--- src/rtl/barrett_reduce_pipe_if.sv ---
// ============================================================================
// Module      : barrett_reduce_pipe_if
// Description : Valid/ready input and output channels of barrett_reduce_pipe.
//               Optional macro BARRETT_TAG_EN adds the din_tag/dout_tag sideband.
// Revision    : 1.0 - initial release
// ============================================================================
`default_nettype none

interface barrett_reduce_pipe_if #(
  parameter int K    = 8,
  parameter int IN_W = 2*K-1
`ifdef BARRETT_TAG_EN
  ,
  parameter int TAG_W = 4
`endif
);
  logic            din_valid;
  logic            din_ready;
  logic [IN_W-1:0] din_a;
  logic            dout_valid;
  logic            dout_ready;
  logic [K-1:0]    dout_r;
`ifdef BARRETT_TAG_EN
  logic [TAG_W-1:0] din_tag;
  logic [TAG_W-1:0] dout_tag;

  modport master (
    output din_valid, din_a, din_tag, dout_ready,
    input  din_ready, dout_valid, dout_r, dout_tag
  );
  modport slave (
    input  din_valid, din_a, din_tag, dout_ready,
    output din_ready, dout_valid, dout_r, dout_tag
  );
`else
  modport master (
    output din_valid, din_a, dout_ready,
    input  din_ready, dout_valid, dout_r
  );
  modport slave (
    input  din_valid, din_a, dout_ready,
    output din_ready, dout_valid, dout_r
  );
`endif
endinterface

`default_nettype wire

--- src/rtl/barrett_reduce_pipe.sv ---
// ============================================================================
// Module      : barrett_reduce_pipe
// Description : Three-stage pipelined Barrett reducer, dout_r = din_a mod Q.
//               Optional macro BARRETT_TAG_EN carries a tag alongside each word.
// Revision    : 1.0 - initial release
// ============================================================================
`default_nettype none

module barrett_reduce_pipe #(
  parameter int Q     = 227,
  parameter int K     = 8,
  parameter int IN_W  = 2*K-1,
  parameter int NCORR = 3
`ifdef BARRETT_TAG_EN
  ,
  parameter int TAG_W = 4
`endif
) (
  input  logic                 clk,
  input  logic                 rst_n,
  barrett_reduce_pipe_if.slave bus
);

  localparam int              c_rw     = IN_W + 1;
  localparam logic [c_rw-1:0] MU       = c_rw'((64'd1 << (2*K)) / Q);
  localparam logic [c_rw-1:0] c_q_ext  = c_rw'(Q);

  logic              w_en;
  logic              r_v1, r_v2, r_v3;
  logic [IN_W-1:0]   r_a1, r_a2;
  logic [c_rw-1:0]   r_prod1, r_rem2;
  logic [K-1:0]      r_rem3;
  logic [c_rw-1:0]   w_q1_ext, w_prod, w_t_ext, w_rem, w_res;
  logic [c_rw-1:0]   w_corr [NCORR+1];

  // Whole pipeline advances together; a stalled output freezes every stage.
  assign w_en          = ~r_v3 | bus.dout_ready;
  assign bus.din_ready = w_en;

  assign w_q1_ext = c_rw'(bus.din_a >> K);
  assign w_prod   = w_q1_ext * MU;
  assign w_t_ext  = r_prod1 >> K;
  assign w_rem    = c_rw'(r_a1) - w_t_ext * c_q_ext;

  assign w_corr[0] = r_rem2;
  generate
    for (genvar i = 0; i < NCORR; i++) begin : g_corr
      assign w_corr[i+1] = (w_corr[i] >= c_q_ext) ? (w_corr[i] - c_q_ext) : w_corr[i];
    end
  endgenerate

  // Operands already below Q are their own remainder.
  assign w_res = (c_rw'(r_a2) < c_q_ext) ? c_rw'(r_a2) : w_corr[NCORR];

  always_ff @(posedge clk or negedge rst_n) begin
    if (!rst_n) begin
      r_v1    <= 1'b0;
      r_v2    <= 1'b0;
      r_v3    <= 1'b0;
      r_a1    <= '0;
      r_a2    <= '0;
      r_prod1 <= '0;
      r_rem2  <= '0;
      r_rem3  <= '0;
    end else if (w_en) begin
      r_v1    <= bus.din_valid;
      r_v2    <= r_v1;
      r_v3    <= r_v2;
      r_a1    <= bus.din_a;
      r_prod1 <= w_prod;
      r_a2    <= r_a1;
      r_rem2  <= w_rem;
      r_rem3  <= K'(w_res);
    end
  end

  assign bus.dout_valid = r_v3;
  assign bus.dout_r     = r_rem3;

`ifdef BARRETT_TAG_EN
  logic [TAG_W-1:0] r_tag1, r_tag2, r_tag3;

  always_ff @(posedge clk or negedge rst_n) begin
    if (!rst_n) begin
      r_tag1 <= '0;
      r_tag2 <= '0;
      r_tag3 <= '0;
    end else if (w_en) begin
      r_tag1 <= bus.din_tag;
      r_tag2 <= r_tag1;
      r_tag3 <= r_tag2;
    end
  end

  assign bus.dout_tag = r_tag3;
`endif

endmodule

`default_nettype wire

--- src/flat_wrapper.sv ---
// flat-port wrapper written by rule: the top's interface ports become plain ports
module barrett_reduce_pipe_flat 
#(
  parameter int Q     = 227,
  parameter int K     = 8,
  parameter int IN_W  = 2*K-1,
  parameter int NCORR = 3

)
  (clk, rst_n, bus_din_valid, bus_din_a, bus_dout_ready, bus_din_ready, bus_dout_valid, bus_dout_r);
  barrett_reduce_pipe_if #(.K(K), .IN_W(IN_W)) bus_i ();
  input  logic clk;
  input  logic rst_n;
  input wire logic [$bits(bus_i.din_valid)-1:0] bus_din_valid;
  input wire logic [$bits(bus_i.din_a)-1:0] bus_din_a;
  input wire logic [$bits(bus_i.dout_ready)-1:0] bus_dout_ready;
  output wire logic [$bits(bus_i.din_ready)-1:0] bus_din_ready;
  output wire logic [$bits(bus_i.dout_valid)-1:0] bus_dout_valid;
  output wire logic [$bits(bus_i.dout_r)-1:0] bus_dout_r;
  assign bus_i.din_valid = bus_din_valid;
  assign bus_i.din_a = bus_din_a;
  assign bus_i.dout_ready = bus_dout_ready;
  assign bus_din_ready = bus_i.din_ready;
  assign bus_dout_valid = bus_i.dout_valid;
  assign bus_dout_r = bus_i.dout_r;
  barrett_reduce_pipe #(.Q(Q), .K(K), .IN_W(IN_W), .NCORR(NCORR)) u_core (.clk(clk), .rst_n(rst_n), .bus(bus_i));
endmodule
--- config.mk ---
export PLATFORM = sky130hd
export DESIGN_NAME = barrett_reduce_pipe_flat
export DESIGN_NICKNAME = d
export VERILOG_FILES = /design/src/rtl/barrett_reduce_pipe_if.sv /design/src/rtl/barrett_reduce_pipe.sv /design/src/flat_wrapper.sv
export SDC_FILE = /design/constraint.sdc
export NUM_CORES = 1
export LEC_CHECK = 0
export BUFFER_PORTS_ARGS = -buffer_cell sky130_fd_sc_hd__buf_2
export CAP_MARGIN = 20
export CORE_MARGIN = 3
export CORE_UTILIZATION = 42
export DETAILED_ROUTE_END_ITERATION = 10
export PLACE_DENSITY = 0.62
export SETUP_SLACK_MARGIN = 0.15
export SLEW_MARGIN = 40
export SYNTH_ARGS = -nofsm -noshare
export SYNTH_HDL_FRONTEND = slang
export SYNTH_SLANG_ARGS = --single-unit
export TNS_END_PERCENT = 10
--- constraint.sdc ---
create_clock -name clk -period 6.4 [get_ports clk]
set_input_delay 0.96 -clock clk [delete_from_list [all_inputs] [get_ports clk]]
set_output_delay 0.96 -clock clk [all_outputs]
set_load 0.03 [all_outputs]
**After elaboration in Yosys (flattened, before gate mapping)**

Index checks and enable logic that the tools add are counted.

- Register bits after elaboration: 68
- Input port bits: 19
- Output and inout bits: 10
- Logic and storage cells: 24

- Add/sub/neg operators: 4
- $mul: 2
- Order comparisons: 4
- Multiplexer cells: 4
- Bitwise operators: 2

Operator list:

| cell | number |
|---|---|
| $ge 16x8->1 const B | 3 |
| $mux 16 | 2 |
| $sub 16x8->16 const B | 2 |
| $mul 8x8->16 const B | 1 |
| $mux 8 | 2 |
| $sub 15x16->16 | 1 |
| $lt 15x8->1 const B | 1 |
| $mul 7x4->11 const B | 1 |
| $sub 8x8->8 const B | 1 |
| $not 1->1 | 1 |
| $or 1x1->1 | 1 |

**Logic depth before layout (Yosys ltp)**

Gate-level depths: netlist (run 1).

- Depth in word-level cells: 7
- Mapped depth: 19
- Gate-level depth less buffers: 19

**Worst setup path after synthesis (run 1)**

No wires, ideal clock.

- Path kind: flip-flop to flip-flop
- Start: register u_core.r_rem2[0]
- End: register u_core.r_rem3[0] (netlist: u_core.bus.dout_r[0])
- Library setup time: 126 ps
- Arrival: 4329 ps
- Data required time: 6274 ps
- Slack: 1945 ps
- Stages on the path, launching flop included: 16
- Buffers on the path: 2
- Period minus slack after synthesis: 4455 ps
- Cell sequence: dfrtp_1 ha_1 or4_1 clkbuf_1 a2111oi_0 mux2i_1 nand2b_1 or4_1 buf_2 o21ai_0 nand2_1 ha_1 a211oi_1 o211ai_4 xor2_1 a221o_1

- Cells in the longest elaborated chain, start to end: 7
- Elaborated cells on any way between the ends: 10
- Those cells by class: add/sub: 3; order compare: 3; mux: 4

RTL lines:

| item | RTL line | RTL |
|---|---|---|
| start, declared | barrett_reduce_pipe.sv:31 | `logic [c_rw-1:0] r_prod1, r_rem2;` |
| start signal, assigned | barrett_reduce_pipe.sv:72 | `r_rem2 <= w_rem;` |
| $sub 16x8->16 / $ge 16x8->1 (equally long branches) | barrett_reduce_pipe.sv:48 | `assign w_corr[i+1] = (w_corr[i] >= c_q_ext) ? (w_corr[i] - c_q_ext) : w_corr[i];` |
| $mux 16 * | barrett_reduce_pipe.sv:48 |  |
| $sub 16x8->16 / $ge 16x8->1 (equally long branches) | barrett_reduce_pipe.sv:48 |  |
| $mux 16 * | barrett_reduce_pipe.sv:48 |  |
| $ge 16x8->1 / $sub 8x8->8 (equally long branches) | barrett_reduce_pipe.sv:48 |  |
| $mux 8 * | barrett_reduce_pipe.sv:48 |  |
| $mux 8 * | barrett_reduce_pipe.sv:53 | `assign w_res = (c_rw'(r_a2) < c_q_ext) ? c_rw'(r_a2) : w_corr[NCORR];` |
| end signal, assigned | barrett_reduce_pipe.sv:73 | `r_rem3 <= K'(w_res);` |
| end, declared | barrett_reduce_pipe.sv:32 | `logic [K-1:0] r_rem3;` |

Mark *: on every way between the ends. The rest lies on a longest branch, timed or not.
A chain may end at the register's enable or synchronous reset.

**Worst setup path in the final report (run 1)**

Ends and elaborated chain as after synthesis.

==> results of run 1 <==
## cell type report
class | instances | share of cell area, %
clock buffer | 10 | 3.58
clock inverter | 6 | 1.45
inverter | 84 | 4.93
multi-input combinational | 492 | 58.6
sequential | 65 | 25.4
tap | 176 | 3.44
timing repair buffer | 31 | 2.60
## sequential cells by signal, indices dropped and copies added, names as in the netlist
signal,count
u_core.r_rem2,16
u_core.bus.dout_r,8
u_core.r_a2,15
u_core.bus.dout_valid,1
u_core.r_prod1,8
u_core.r_v2,1
u_core.r_v1,1
u_core.r_a1,15
## metal layers
layer	wire length (microns)	vias to the layer above	global-route usage [%]
met5	0	-	0
met4	141	0	5.40
met3	345	9	2.88
met2	6120	73	28.1
met1	5930	2148	24.3
li1	-	2319	-
## worst max-delay path: cells and delay by family (launching register included)
family	cells	cell delay, ns
AOI/OAI and AO/OA	5	1.87
and+or+nand+nor	4	1.61
adders and majority gates	2	0.62
DFF	1	0.48
muxes	1	0.36
xor gates and xnor gates	1	0.18
## cells by family after synthesis
logic type / count (synthesis) / synth area share, %
flops: 65 / 28.1
xor+xnor: 39 / 5.91
fa+ha+maj: 90 / 22.9
compound gates: 141 / 16.8
buf+inv: 110 / 7.21
simple gates: 215 / 17.8
mux: 7 / 1.26
## layout by cell type (no fill, tap or decap), drive strengths merged, types with 5 or more instances in the layout
cell type and count:
nor4 8, buf 31, xor2 14, or3 6, xnor2 25, o31ai 8
a31oi 5, o211ai 5, o21ai 36, nand3 8, a21o 5, clkbuf 10
a221o 6, o21a 5, inv 84, nor2 29, fa 26, and3 12
nor3 15, mux2i 5, a21oi 32, and2 6, nand2 109, nand2b 7
dfrtp 65, ha 64, nor2b 5
## path summary, 6_finish.rpt
path	end	cells after the start	slack, ns
max reg2reg	u_core.bus.dout_r[0]	13	1.16
min reg2reg	u_core.r_v2	2	0.46
max in group asynchronous	u_core.r_rem2[14]	2	5.29
min in group asynchronous	u_core.r_v1	2	0.70
max	u_core.bus.dout_r[0]	13	1.16
min	u_core.r_v2	2	0.46
## per-stage QoR
step	hold WS [ns]	setup WS, ns	util (%)	cell area (sq um)	cells
after floorplan	0.430	1.94	-	5780	667
after global placement	0.441	1.38	45.5	6070	848
after detailed placement	0.455	1.30	45.5	6070	848
after CTS	0.468	1.26	47.9	6390	864
after global routing	0.483	0.850	48.0	6400	864
final	0.462	1.16	48.0	6400	864
==> results.py, run 1 <==
metrics = {
    "status": {
        "outcome": "finished clean",
    },
    "drt": {
        "drt_pass1_iterations": 5,
        "drt_iter0_markers": 230,
        "drc": 0,
        "routedWlPerCell_microns": 14.5,
        "vias": 4549,
        "routed_wl_microns": 12500,
        "vias_per_cell": 5.27,
        "ant_nets": 0,
    },
    "worst_setup_path": {
        "crit_fanout": 11,
        "cpPeakStageDelay_ns": 0.65,
        "r2r_start": "u_core.r_rem2[0]",
        "critPathKind": "flop to flop",
        "critPathArrivalTime_ns": 5.46,
        "cp-start-kind": "flop",
        "cp_slowest_cell": "or4_1",
        "setup.worst_path.start": "u_core.r_rem2[0]",
        "cp.required_ns": 6.62,
        "cp-end-kind": "flop",
        "critical_path.cell_chain": "ha_1 > or4_1 > a2111oi_0 > mux2i_1 > nand2b_1 > or4_1 > o21ai_0 > nand2_1 > ha_1 > a211oi_1 > o211ai_4 > xor2_1 > a221o_1",
    },
    "placed_design": {
        "port_buffers": 28,
        "gp_congestion": 0.854,
        "dp_hpwl_microns": 9860,
    },
    "global_routing": {
        "antenna_found_initial": 0,
        "grt_pass1_wl_microns": 21300,
        "grt_max_degree": 76,
        "grt_use_total_pct": 17.5,
        "grt_pass1_vias": 4376,
        "gr-total-overflow": 0,
    },
    "sta": {
        "maxSlewViolCount": 0,
        "fin_tns_setup_ns": 0,
        "fmax_mhz": 191,
        "period_needed_ns": 5.24,
        "skew_ns": 0.00826,
        "fin_crit_sh_pct": 81.8,
        "hold_viol_final": 0,
        "max_slew_margin_pct": 48.8,
        "worst_pin_slew_ns": 0.758,
        "setup_viol": 0,
        "rsz0062_at_grt": "false",
    },
    "finish": {
        "diodes": 0,
        "regArea_sq_um": 1630,
        "area_growth_pct": 10.7,
        "drive_above_1_share_pct": 9.01,
        "fillers": 1312,
        "nNetsFinal": 792,
        "multiInputGateArea_sq_um": 3750,
    },
    "cts": {
        "cts_root_buf": "clkbuf_16",
        "cts_max_level": 3,
        "cts_buffers": 9,
        "cts.clk_slew.worst_paths_ns": 0.06,
        "cts_tree": "yes",
        "cts_setup_buffers": 0,
        "clk_path_buf_depth": 2,
        "ctsResizeCount": 0,
        "numClockSinks": 65,
        "clock_latency_ns": 0.34,
        "postCtsHoldBufs": 0,
    },
    "yosys": {
        "yosysMostFrequentCell": "nand2_1",
        "synth_top_area_share_pct": 28.1,
        "async_reset_ff_share_pct": 100,
        "syn_area_sq_um": 5780,
        "synth_area_leaders": "dfrtp_1 28%, ha_1 14%, fa_1 9.0%",
        "yosys.area.top_type": "dfrtp_1",
        "avgSynthCellArea_sq_um": 8.67,
        "seq_area_frac_synth_pct": 28.1,
        "ys_types": 62,
        "synth-main-ff-cell": "dfrtp_1",
        "syn_nets": 776,
        "synth-seq-cells": 65,
        "synth-edff-count": 0,
        "synthTopCellsByCount": "109 x nand2_1, 84 x inv_1, 65 x dfrtp_1, 64 x ha_1, 36 x o21ai_0",
        "yosysWarningCount": 0,
        "netlist_instances": 667,
    },
    "die": {
        "io_pins": 29,
        "core_sq_um": 13300,
        "core.rowCount": 42,
        "die_y_microns": 123,
        "fp.dieW_microns": 123,
        "start_util_pct": 43.3,
        "die_area_sq_um": 15200,
    },
    "worst_hold_path": {
        "hp-class": "flop to flop",
        "hp-start": "u_core.r_v2",
    },
    "flow_run": {
        "drv_cap": 0,
    },
}
Power of run 1 is not shown: default switching activity piles up to over one toggle a cycle in this logic, so the estimate is an artifact.
==> inputs of run 2 (changes only) <==
==> constraint.sdc (replaced) <==
create_clock -name clk -period 5.1 [get_ports clk]
set_input_delay 0.765 -clock clk [delete_from_list [all_inputs] [get_ports clk]]
set_output_delay 0.765 -clock clk [all_outputs]
set_load 0.03 [all_outputs]
==> run 2 against run 1 <==
  * Clock skew rose by 0.0026 ns
  * Register-to-register slack got worse by 0.70 ns
  * Global-route usage is 1.3 points higher
  * Fmax is 13% higher
  * Cell count is 1.5% higher
  * Cell area increased by 1.7%
  * Non-clock buffer count rose by 13
  * Critical endpoint unchanged
  * Largest cell class unchanged
  * Highest routed layer unchanged
==> results.py, run 2 (synthesized netlist as in run 1, its figures left out) <==
metrics = {
    "status": {
        "outcome": "finished clean",
    },
    "cts": {
        "numClockSinks": 65,
        "cts_tree": "yes",
        "cts_max_level": 3,
        "cts.clk_slew.worst_paths_ns": 0.06,
        "postCtsHoldBufs": 0,
        "cts_buffers": 9,
        "clk_path_buf_depth": 2,
        "cts_root_buf": "clkbuf_16",
        "clock_latency_ns": 0.35,
    },
    "placed_design": {
        "gp_congestion": 0.874,
        "dp_hpwl_microns": 10400,
        "port_buffers": 28,
        "dpl.cell_count": 861,
    },
    "global_routing": {
        "use_met2_pct": 29.5,
        "gr-total-overflow": 0,
        "grt_pass1_vias": 4690,
        "busiest_layer": "met2",
        "grt_use_total_pct": 18.9,
        "grt_max_degree": 76,
        "grt_pass1_wl_microns": 22700,
        "grt_use_met3_pct": 3.98,
        "use_met1_pct": 25.9,
        "antenna_found_initial": 0,
    },
    "worst_setup_path": {
        "ff2ff_path_depth": 13,
        "cp-start-kind": "flop",
        "cp-end-kind": "flop",
        "cp.required_ns": 5.33,
        "critPathArrivalTime_ns": 4.87,
        "cp_top_family": "simple AND/OR/NAND/NOR gates",
        "critPathBufInv": 1,
        "cpPeakStageDelay_ns": 0.59,
        "cp_num_cells": 13,
        "crit_fanout": 11,
        "critical_path.cell_chain": "ha_2 > or4_1 > a2111oi_2 > mux2i_1 > nand2b_1 > or4_1 > buf_4 > a2111oi_2 > a31oi_1 > nor4_4 > o211ai_4 > xor2_1 > a221o_1",
        "cp_slowest_cell": "or4_1",
        "critPathKind": "flop to flop",
    },
    "drt": {
        "ant_nets": 0,
        "drt_iter0_markers": 221,
        "routedWlPerCell_microns": 15.0,
        "vias_per_cell": 5.32,
        "vias": 4666,
        "routed_wl_microns": 13100,
        "drc": 0,
        "drt_pass1_iterations": 4,
    },
    "finish": {
        "top_regs": "u_core.r_rem2 (16), u_core.r_a1 (15), u_core.r_a2 (15)",
        "drive_above_1_share_pct": 11.0,
        "mostFrequentLayoutCells": "109 x nand2_1, 83 x inv_1, 65 x dfrtp_1, 63 x ha_1, 34 x o21ai_0",
        "layout.cells.non_filler": 877,
        "area_growth_pct": 12.7,
        "top_register": "u_core.r_rem2",
        "final_core_util_pct": 48.8,
        "largest_reg_flops": 16,
        "layout_commonest_cell": "nand2_1",
        "diodes": 0,
        "nNetsFinal": 805,
    },
    "die": {
        "die_area_sq_um": 15200,
        "start_util_pct": 43.3,
        "die_y_microns": 123,
        "core.rowCount": 42,
        "fp.dieW_microns": 123,
        "io_pins": 29,
        "core_sq_um": 13300,
    },
    "flow_run": {
        "drv_cap": 0,
    },
    "sta": {
        "worst_pin_slew_ns": 0.716,
        "setup_viol": 0,
        "fin_tns_setup_ns": 0,
        "maxSlewViolCount": 0,
        "skew_ns": 0.0109,
        "hold_viol_final": 0,
        "max_slew_margin_pct": 51.9,
        "fin_crit_sh_pct": 90.9,
        "fmax_mhz": 216,
        "period_needed_ns": 4.64,
        "rsz0062_at_grt": "false",
    },
    "worst_hold_path": {
        "hp-class": "flop to flop",
        "whs_path_depth": 1,
    },
}
[run 2: per-stage QoR]
step / setup WS [ns] / hold slack [ns] / cell area [sq um]
floorplan: 0.645 / 0.430 / 5780
global placement: 0.370 / 0.441 / 6170
detailed placement: 0.260 / 0.452 / 6170
CTS: 0.246 / 0.467 / 6500
global route: 0.233 / 0.471 / 6510
finish: 0.464 / 0.465 / 6510
[run 2: repair_timing]
item                                    4_1_cts  5_1_grt
setup buffers                                 0        0
gates resized for setup                       0        5
endpoints found under the setup margin        0        8
[run 2: layer usage]
metal / routed length, microns / vias up
met5: 0 / -
met4: 319 / 0
met3: 536 / 20
met2: 6110 / 78
met1: 6170 / 2228
li1: - / 2340
[run 2: final timing paths]
kind / from / to / slack [ns]
min in group asynchronous: rst_n / u_core.r_v1 / 0.50
min reg2reg: u_core.r_v2 / u_core.bus.dout_valid / 0.46
max: u_core.r_rem2[1] / u_core.bus.dout_r[0] / 0.46
min: u_core.r_v2 / u_core.bus.dout_valid / 0.46
max reg2reg: u_core.r_rem2[1] / u_core.bus.dout_r[0] / 0.46
max in group asynchronous: rst_n / u_core.r_rem2[11] / 4.18
[run 2: final cells by class]
type                            instances  area (sq um)
Clock inverter                          7           108
Multi-Input combinational cell        492          3750
Inverter                               84           315
Tap cell                              176           220
Fill cell                            1299          6840
Clock buffer                            9           225
Timing Repair Buffer                   44           264
Sequential cell                        65          1630
[run 2: worst reg2reg max path: cells and delay by family (launching register included)]
family	cells	cell delay (ns)
AND/OR/NAND/NOR	4	1.74
XOR/XNOR	1	0.19
adder cells (fa/ha/maj)	1	0.28
buffers and inverters	1	0.19
multiplexers	1	0.37
AO/OA/AOI/OAI	5	1.29
flip-flops	1	0.46
Power of run 2 is left out for the same reason.
==> inputs of run 3 (changes only) <==
--- a/config.mk
+++ b/config.mk
@@ -12,7 +12,6 @@
 export DETAILED_ROUTE_END_ITERATION = 10
 export PLACE_DENSITY = 0.62
 export SETUP_SLACK_MARGIN = 0.15
-export SLEW_MARGIN = 40
 export SYNTH_ARGS = -nofsm -noshare
 export SYNTH_HDL_FRONTEND = slang
 export SYNTH_SLANG_ARGS = --single-unit
==> constraint.sdc (replaced) <==
create_clock -name clk -period 5.1 [get_ports clk]
set_input_delay 0.255 -clock clk [delete_from_list [all_inputs] [get_ports clk]]
set_output_delay 0.255 -clock clk [all_outputs]
set_load 0.03 [all_outputs]
==> run 3 against run 2 <==
  * Wire length shrank 1.2%
  * Setup slack gained 0.010 ns
  * Cell count grew 0.11%
  * Worst hold slack lost 0.37 ns
  * Highest routed layer unchanged
==> results.py, run 3 (synthesized netlist as in run 1, its figures left out) <==
metrics = {
    "drt": {
        "routed_wl_microns": 13000,
        "ant_nets": 0,
        "vias_per_cell": 5.30,
        "drc": 0,
        "drt_pass1_iterations": 6,
        "drt_iter0_markers": 305,
        "routedWlPerCell_microns": 14.8,
        "vias": 4652,
    },
    "finish": {
        "multiInputGateArea_sq_um": 3760,
        "top_register": "u_core.r_rem2",
        "diodes": 0,
        "top_regs": "u_core.r_rem2 (16), u_core.r_a1 (15), u_core.r_a2 (15)",
        "fillers": 1337,
        "area_growth_pct": 12.2,
        "layout_commonest_cell": "nand2_1",
        "drive_above_1_share_pct": 11.3,
        "regArea_sq_um": 1630,
        "nNetsFinal": 806,
        "largest_reg_flops": 16,
        "mostFrequentLayoutCells": "108 x nand2_1, 83 x inv_1, 65 x dfrtp_1, 63 x ha_1, 35 x o21ai_0",
    },
    "worst_setup_path": {
        "regToRegSetupSlack_ns": 0.47,
        "cp.required_ns": 5.31,
        "ff2ff_path_depth": 13,
        "critPathArrivalTime_ns": 4.84,
        "crit_fanout": 11,
        "cp-start-kind": "flop",
        "cp-end-kind": "flop",
        "critPathKind": "flop to flop",
    },
    "sta": {
        "setup_viol": 0,
        "period_needed_ns": 4.63,
        "fmax_mhz": 216,
        "rsz0062_at_grt": "false",
        "fin_tns_setup_ns": 0,
        "skew_ns": 0.00720,
        "hold_viol_final": 0,
        "max_slew_margin_pct": 46.9,
        "worst_pin_slew_ns": 0.797,
        "maxSlewViolCount": 0,
        "fin_crit_sh_pct": 90.7,
    },
    "cts": {
        "clock_latency_ns": 0.34,
        "cts_root_buf": "clkbuf_16",
        "cts_tree": "yes",
        "cts.clk_slew.worst_paths_ns": 0.06,
        "cts_buffers": 9,
        "postCtsHoldBufs": 0,
        "numClockSinks": 65,
        "clk_path_buf_depth": 2,
        "cts_max_level": 3,
    },
    "die": {
        "io_pins": 29,
        "start_util_pct": 43.3,
        "die_y_microns": 123,
        "die_area_sq_um": 15200,
        "fp.dieW_microns": 123,
        "core_sq_um": 13300,
        "core.rowCount": 42,
    },
    "global_routing": {
        "grt_pass1_wl_microns": 22000,
        "grt_max_degree": 66,
        "antenna_found_initial": 0,
        "grt_pass1_vias": 4555,
        "grt_use_total_pct": 18.2,
        "gr-total-overflow": 0,
    },
    "worst_hold_path": {
        "hp-class": "primary input to asynchronous set/reset pin",
    },
    "placed_design": {
        "dp_hpwl_microns": 10300,
        "port_buffers": 28,
        "gp_congestion": 0.860,
    },
    "status": {
        "outcome": "finished clean",
    },
    "flow_run": {
        "drv_cap": 0,
    },
}
[run 3: timing repair]
item / 4_1_cts / 5_1_grt
hold endpoints to repair: 0 / 0
gates resized for setup: 0 / 6
endpoints found under the setup margin: 0 / 8
buffers inserted: 0 / 2
[run 3: final cells by class]
cell class	count	share of cell area, %
well taps	176	3.40
inverters	84	4.86
repair buffers	45	4.13
clock buffers	10	3.53
clock inverters	6	1.04
multi-input cells	492	58.0
flip-flops and latches	65	25.1
[run 3: worst max-delay path, cell delays in order (launching register included)]
cell and delay, ns:
dfrtp_1 0.47, ha_2 0.29, or4_1 0.63, a2111oi_2 0.36, mux2i_1 0.32, nand2b_1 0.15
or4_1 0.53, buf_4 0.19, a2111oi_2 0.30, a31oi_1 0.11, nor4_4 0.41, o211ai_4 0.20
xor2_1 0.19, a221o_1 0.34
[run 3: final timing paths]
check / startpoint / end
min in group clk: bus_din_a[2] / u_core.r_a1[2]
worst max register to register: u_core.r_rem2[1] / u_core.bus.dout_r[0]
worst max-delay path: u_core.r_rem2[1] / u_core.bus.dout_r[0]
worst min register to register: u_core.r_v2 / u_core.bus.dout_valid
worst min-delay path: rst_n / u_core.r_v2
max in group asynchronous: rst_n / u_core.r_rem2[14]
[run 3: per-stage QoR]
stage	instance area (sq um)	cells	setup WS (ns)	hold slack, ns	utilization (%)
floorplan	5780	667	0.645	-0.0406	-
global placement	6160	860	0.341	0.440	46.1
detailed placement	6160	860	0.260	0.447	46.1
CTS	6460	876	0.217	0.0998	48.4
global route	6480	878	0.145	0.117	48.6
finish	6480	878	0.475	0.0972	48.6
[run 3: per-layer routing]
| layer | up-vias | global-route usage, % | routed length, microns | share of wire [%] |
|---|---|---|---|---|
| met5 | - | 0 | 0 | 0 |
| met4 | 0 | 5.95 | 288 | 2.2 |
| met3 | 20 | 3.93 | 470 | 3.6 |
| met2 | 84 | 29.7 | 6210 | 48 |
| met1 | 2202 | 24.2 | 6010 | 46 |
| li1 | 2346 | - | - | - |
Power of run 3 is left out for the same reason.
